`config.mk`:
```
export PLATFORM = sky130hd
export DESIGN_NAME = sdram_arbiter
export DESIGN_NICKNAME = d
export VERILOG_FILES = /design/src/rtl/sdram_arbiter.sv
export SDC_FILE = /design/constraint.sdc
export NUM_CORES = 1
export LEC_CHECK = 0
export ABC_AREA = 1
export CORE_MARGIN = 2
export CORE_UTILIZATION = 41
export CTS_BUF_LIST = sky130_fd_sc_hd__clkbuf_16
export DETAILED_ROUTE_END_ITERATION = 16
export MAX_ROUTING_LAYER = met4
export PLACE_DENSITY = 0.87
export SLEW_MARGIN = 20
export SYNTH_ARGS = -nofsm -noshare
export SYNTH_HDL_FRONTEND = slang
export SYNTH_SLANG_ARGS = --single-unit
```
`constraint.sdc`:
```
create_clock -name clk -period 3.4 [get_ports clk]
set_input_delay 0.85 -clock clk [delete_from_list [all_inputs] [get_ports clk]]
set_output_delay 0.85 -clock clk [all_outputs]
set_load 0.01 [all_outputs]
```
`src/rtl/sdram_arbiter.sv`:
```
// Two-port round-robin arbiter in front of a single SDRAM controller request port.
// Absorbs the controller's extended ack in DRAIN before any new grant is issued.
module sdram_arbiter #(
    parameter int unsigned ADDR_WIDTH = 25
) (
    input  logic                  clk,
    input  logic                  reset,

    input  logic                  a_access,
    input  logic                  a_wr_en,
    input  logic [ADDR_WIDTH-1:0] a_addr,
    input  logic [15:0]           a_data_in,
    input  logic [1:0]            a_bytesel,
    output logic [15:0]           a_data_out,
    output logic                  a_ack,

    input  logic                  b_access,
    input  logic                  b_wr_en,
    input  logic [ADDR_WIDTH-1:0] b_addr,
    input  logic [15:0]           b_data_in,
    input  logic [1:0]            b_bytesel,
    output logic [15:0]           b_data_out,
    output logic                  b_ack,

    output logic                  m_oe,
    output logic                  m_we,
    output logic [ADDR_WIDTH-1:0] m_addr,
    output logic [15:0]           m_din,
    output logic [1:0]            m_bytesel,
    input  logic [15:0]           m_dout,
    input  logic                  m_ack,
    input  logic                  m_configdone
);

    localparam logic [1:0] IDLE  = 2'd0;
    localparam logic [1:0] BUSY  = 2'd1;
    localparam logic [1:0] DRAIN = 2'd2;

    logic [1:0]            state_q, state_d;
    logic                  last_b_q, last_b_d;
    logic                  gnt_b_q, gnt_b_d;
    logic                  rd_q, rd_d;
    logic                  m_oe_q, m_oe_d;
    logic                  m_we_q, m_we_d;
    logic [ADDR_WIDTH-1:0] m_addr_q, m_addr_d;
    logic [15:0]           m_din_q, m_din_d;
    logic [1:0]            m_bytesel_q, m_bytesel_d;
    logic                  a_ack_q, a_ack_d;
    logic                  b_ack_q, b_ack_d;
    logic [15:0]           a_data_out_q, a_data_out_d;
    logic [15:0]           b_data_out_q, b_data_out_d;
    logic                  grant_b;

    // B wins when it is alone, or on a tie when A was granted last.
    assign grant_b = b_access && (!a_access || !last_b_q);

    always_comb begin
        state_d      = state_q;
        last_b_d     = last_b_q;
        gnt_b_d      = gnt_b_q;
        rd_d         = rd_q;
        m_oe_d       = m_oe_q;
        m_we_d       = m_we_q;
        m_addr_d     = m_addr_q;
        m_din_d      = m_din_q;
        m_bytesel_d  = m_bytesel_q;
        a_ack_d      = 1'b0;
        b_ack_d      = 1'b0;
        a_data_out_d = a_data_out_q;
        b_data_out_d = b_data_out_q;

        case (state_q)
            IDLE: begin
                if (m_configdone && !m_ack && (a_access || b_access)) begin
                    state_d  = BUSY;
                    gnt_b_d  = grant_b;
                    last_b_d = grant_b;
                    m_oe_d   = 1'b1;
                    if (grant_b) begin
                        m_we_d      = b_wr_en;
                        rd_d        = !b_wr_en;
                        m_addr_d    = b_addr;
                        m_din_d     = b_data_in;
                        m_bytesel_d = b_bytesel;
                    end else begin
                        m_we_d      = a_wr_en;
                        rd_d        = !a_wr_en;
                        m_addr_d    = a_addr;
                        m_din_d     = a_data_in;
                        m_bytesel_d = a_bytesel;
                    end
                end
            end
            BUSY: begin
                if (m_ack) begin
                    state_d = DRAIN;
                    m_oe_d  = 1'b0;
                    m_we_d  = 1'b0;
                    if (gnt_b_q) begin
                        b_ack_d = 1'b1;
                        if (rd_q) b_data_out_d = m_dout;
                    end else begin
                        a_ack_d = 1'b1;
                        if (rd_q) a_data_out_d = m_dout;
                    end
                end
            end
            DRAIN: begin
                if (!m_ack) state_d = IDLE;
            end
            default: state_d = IDLE;
        endcase
    end

    always_ff @(posedge clk or posedge reset) begin
        if (reset) begin
            state_q      <= IDLE;
            last_b_q     <= 1'b1;
            gnt_b_q      <= 1'b0;
            rd_q         <= 1'b0;
            m_oe_q       <= 1'b0;
            m_we_q       <= 1'b0;
            m_addr_q     <= '0;
            m_din_q      <= '0;
            m_bytesel_q  <= '0;
            a_ack_q      <= 1'b0;
            b_ack_q      <= 1'b0;
            a_data_out_q <= '0;
            b_data_out_q <= '0;
        end else begin
            state_q      <= state_d;
            last_b_q     <= last_b_d;
            gnt_b_q      <= gnt_b_d;
            rd_q         <= rd_d;
            m_oe_q       <= m_oe_d;
            m_we_q       <= m_we_d;
            m_addr_q     <= m_addr_d;
            m_din_q      <= m_din_d;
            m_bytesel_q  <= m_bytesel_d;
            a_ack_q      <= a_ack_d;
            b_ack_q      <= b_ack_d;
            a_data_out_q <= a_data_out_d;
            b_data_out_q <= b_data_out_d;
        end
    end

    assign m_oe       = m_oe_q;
    assign m_we       = m_we_q;
    assign m_addr     = m_addr_q;
    assign m_din      = m_din_q;
    assign m_bytesel  = m_bytesel_q;
    assign a_ack      = a_ack_q;
    assign b_ack      = b_ack_q;
    assign a_data_out = a_data_out_q;
    assign b_data_out = b_data_out_q;

endmodule

```
==> run_results.csv <==
group,metric,value,unit
status,status,"completed",
drt,finalWirelength,11500,µm
finish,antennaDiodeCount,0,
drt,drt_first_pass_iters,5,
finish,multiInputGateArea,0.00164,mm²
critical_path,reg2regPathDepth,6,
finish,fillers,761,
floorplan,die_area,0.0104,mm²
floorplan,core-area,0.00928,mm²
synth,yosysSeqAreaShare,53.2,%
placement,dp_hpwl,8590,µm
hold_path,whs_path_depth,2,
drt,drt_iter0_drc,131,
finish,syn2layout_area_growth,56.4,%
sta,rsz0062_at_grt,"false",
sta,timing.final.crit_share,67.4,%
critical_path,r2r-start,"state_q[0]$_DFFE_PP0P_",
clock_tree,clock_latency,0.33,ns
grt,grt_pass1_vias,3834,
placement,io_buffers,188,
clock_tree,root_buffer,"clkbuf_16",
sta,tns,0,ns
grt,grt_pass1_wl,17500,µm
sta,finalClockSkew,0.00799,ns
critical_path,endpoint_kind,"flip-flop",
pwr,p_leak,0.00314,µW
finish,drive_gt1_share,5.82,%
critical_path,endpoint,"state_q[0]$_DFFE_PP0P_",
floorplan,chipWidth,102,µm
clock_tree,numCtsBuffers,9,
grt,grt_antenna_before_repair,0,
sta,fmax,436,MHz
drt,ant_nets,0,
clock_tree,cts.sinks,84,
synth,synth-seq-cells,84,
synth,synth.area.top_cells,"dfrtp_1, nand2_1, nand3_1",
clock_tree,post_cts_buffers,0,
floorplan,die_y,102,µm
synth,synth_area,0.00395,mm²
sta,setup_violations,0,
synth,synth_cell_types,18,
sta,drv_slew,0,
drt,via_count,4036,
drt,viasPerCell,4.85,
clock_tree,postCtsHoldBufs,0,
floorplan,ios,189,
critical_path,path_max_fanout,49,
drt,drc_errors,0,
clock_tree,htreeDepth,3,
grt,grt_use_total,22.3,%
synth,yosys_warnings,0,
clock_tree,cts-resized-gates,0,
critical_path,required,3.56,ns
clock_tree,cts_tree,"yes",
placement,place.gp.congestion,0.883,
critical_path,startpoint,"m_ack",
critical_path,worstSetupPathType,"in -> reg",
placement,placed_cell_area,0.00588,mm²
sta,period_minus_slack,2.29,ns
critical_path,arrival,2.45,ns
sta,tightestPinTransition,0.833,ns
drt,wire_per_inst,13.7,µm
critical_path,r2r-end,"m_din[5]$_DFFE_PP0P_",
sta,relSlewSlack,44.3,%
clock_tree,cts_buffer_depth,2,
finish,fin_area,0.00618,mm²
hold_path,hold_class,"reg -> reg",
synth,yosys.area.top_type,"dfrtp_1",
finish,final_nets,809,
critical_path,start_kind,"input port",
synth,synth_top_area_share,52.5,%
clock_tree,path_clk_slew,0.07,ns
grt,grt_max_degree,50,
synth,synthCells,518,
pwr,powerDensity,683,mW/mm²
pwr,ir_drop,0.325,mV
sta,finalHoldViolCount,0,
synth,avgSynthCellArea,7.63,µm²
critical_path,r2r_slack,1.68,ns
floorplan,rows,35,
sta,hold_slack,0.471,ns
job,cap_violations,0,
finish,seqCellArea,0.00210,mm²
grt,grt.overflow.total,0,
floorplan,start_util,42.6,%
synth,syn-num-nets,628,
where the power goes:
group / internal [µW] / switching, µW
clock network: 573 / 395
logic: 903 / 753
registers: 1370 / 227
total: 2850 / 1370
cells in the mapped netlist:
library cell and count:
buf_1 1, buf_2 12, buf_4 8, buf_6 4
clkbuf_1 2, clkinv_1 1, dfrtp_1 83, dfstp_2 1
inv_1 8, nand2_1 316, nand2_2 6, nand2_4 1
nand3_1 64, nand3b_1 1, nor2_1 2, nor2_2 3
nor2_4 4, o21ai_0 1
worst min-delay path by stage:
stage	end	startpoint	slack, ns
final	last_b_q$_DFFE_PP1P_	last_b_q$_DFFE_PP1P_	0.47
after floorplan	last_b_q$_DFFE_PP1P_	last_b_q$_DFFE_PP1P_	0.45
after detailed placement	b_data_out[4]$_DFFE_PP0P_	b_data_out[4]$_DFFE_PP0P_	0.46
after global routing	b_data_out[6]$_DFFE_PP0P_	b_data_out[6]$_DFFE_PP0P_	0.49
after CTS	last_b_q$_DFFE_PP1P_	last_b_q$_DFFE_PP1P_	0.47
after global placement	a_data_out[7]$_DFFE_PP0P_	a_data_out[7]$_DFFE_PP0P_	0.45
state kept, by name (all words and copies together), names as in the netlist, 2 cells and up:
signal      cells
m_din          16
state_q         2
m_addr         25
a_data_out     16
m_bytesel       2
b_data_out     16
per-stage QoR:
| step | power [µW] | utilization, % | cells | setup WS (ns) |
|---|---|---|---|---|
| global route | 4470 | 66.6 | 833 | 0.924 |
| global placement | 3210 | 63.4 | 817 | 0.806 |
| detailed placement | 3270 | 63.4 | 817 | 0.755 |
| finish | 4220 | 66.6 | 833 | 1.11 |
| CTS | 4250 | 66.6 | 833 | 1.10 |
| floorplan | 2260 | - | 518 | 0.387 |
worst max-delay path: stages:
cell	delay [ns]
clkdlybuf4s50_1	0.59
inv_1	0.06
nand2_1	0.07
nor2_2	0.04
nand2_2	0.61
o21ai_0	0.21
logic make-up after synthesis:
kind of cell,Yosys count,share of synthesized area [%]
simple gates,397,41.3
buf+inv,36,5.32
compound gates,1,0.127
flops,84,53.2
final cells by class:
class                           instances  share of cell area, %
Clock buffer                            9                   3.64
Timing Repair Buffer                  197                   31.4
Sequential cell                        84                   34.0
Multi-Input combinational cell        398                   26.5
Clock inverter                          7                   1.21
Inverter                                9                  0.567
Tap cell                              129                   2.61
cell usage in the layout (no fill, tap or decap):
| master | count |
|---|---|
| nor2_1 | 2 |
| buf_2 | 1 |
| clkinvlp_4 | 2 |
| nand3_1 | 64 |
| nand2_4 | 1 |
| buf_4 | 9 |
| clkinv_2 | 1 |
| clkdlybuf4s50_1 | 187 |
| bufinv_16 | 1 |
| clkinv_1 | 2 |
| dfstp_2 | 1 |
| clkinv_4 | 1 |
| dfrtp_1 | 83 |
| inv_6 | 2 |
| nand3b_1 | 1 |
| nand2_2 | 6 |
| inv_1 | 7 |
| nor2_4 | 4 |
| clkbuf_16 | 9 |
| nand2_1 | 316 |
| nor2_2 | 3 |
| o21ai_0 | 1 |
routing by layer:
metal	wire length, µm	global-route usage [%]	share of wire, %
met5	0	-	0
met4	129	6.26	1.1
met3	1120	5.88	9.8
met2	5400	38.2	47
met1	4800	26.1	42
Note: power is estimated with default switching activity, not from simulation.
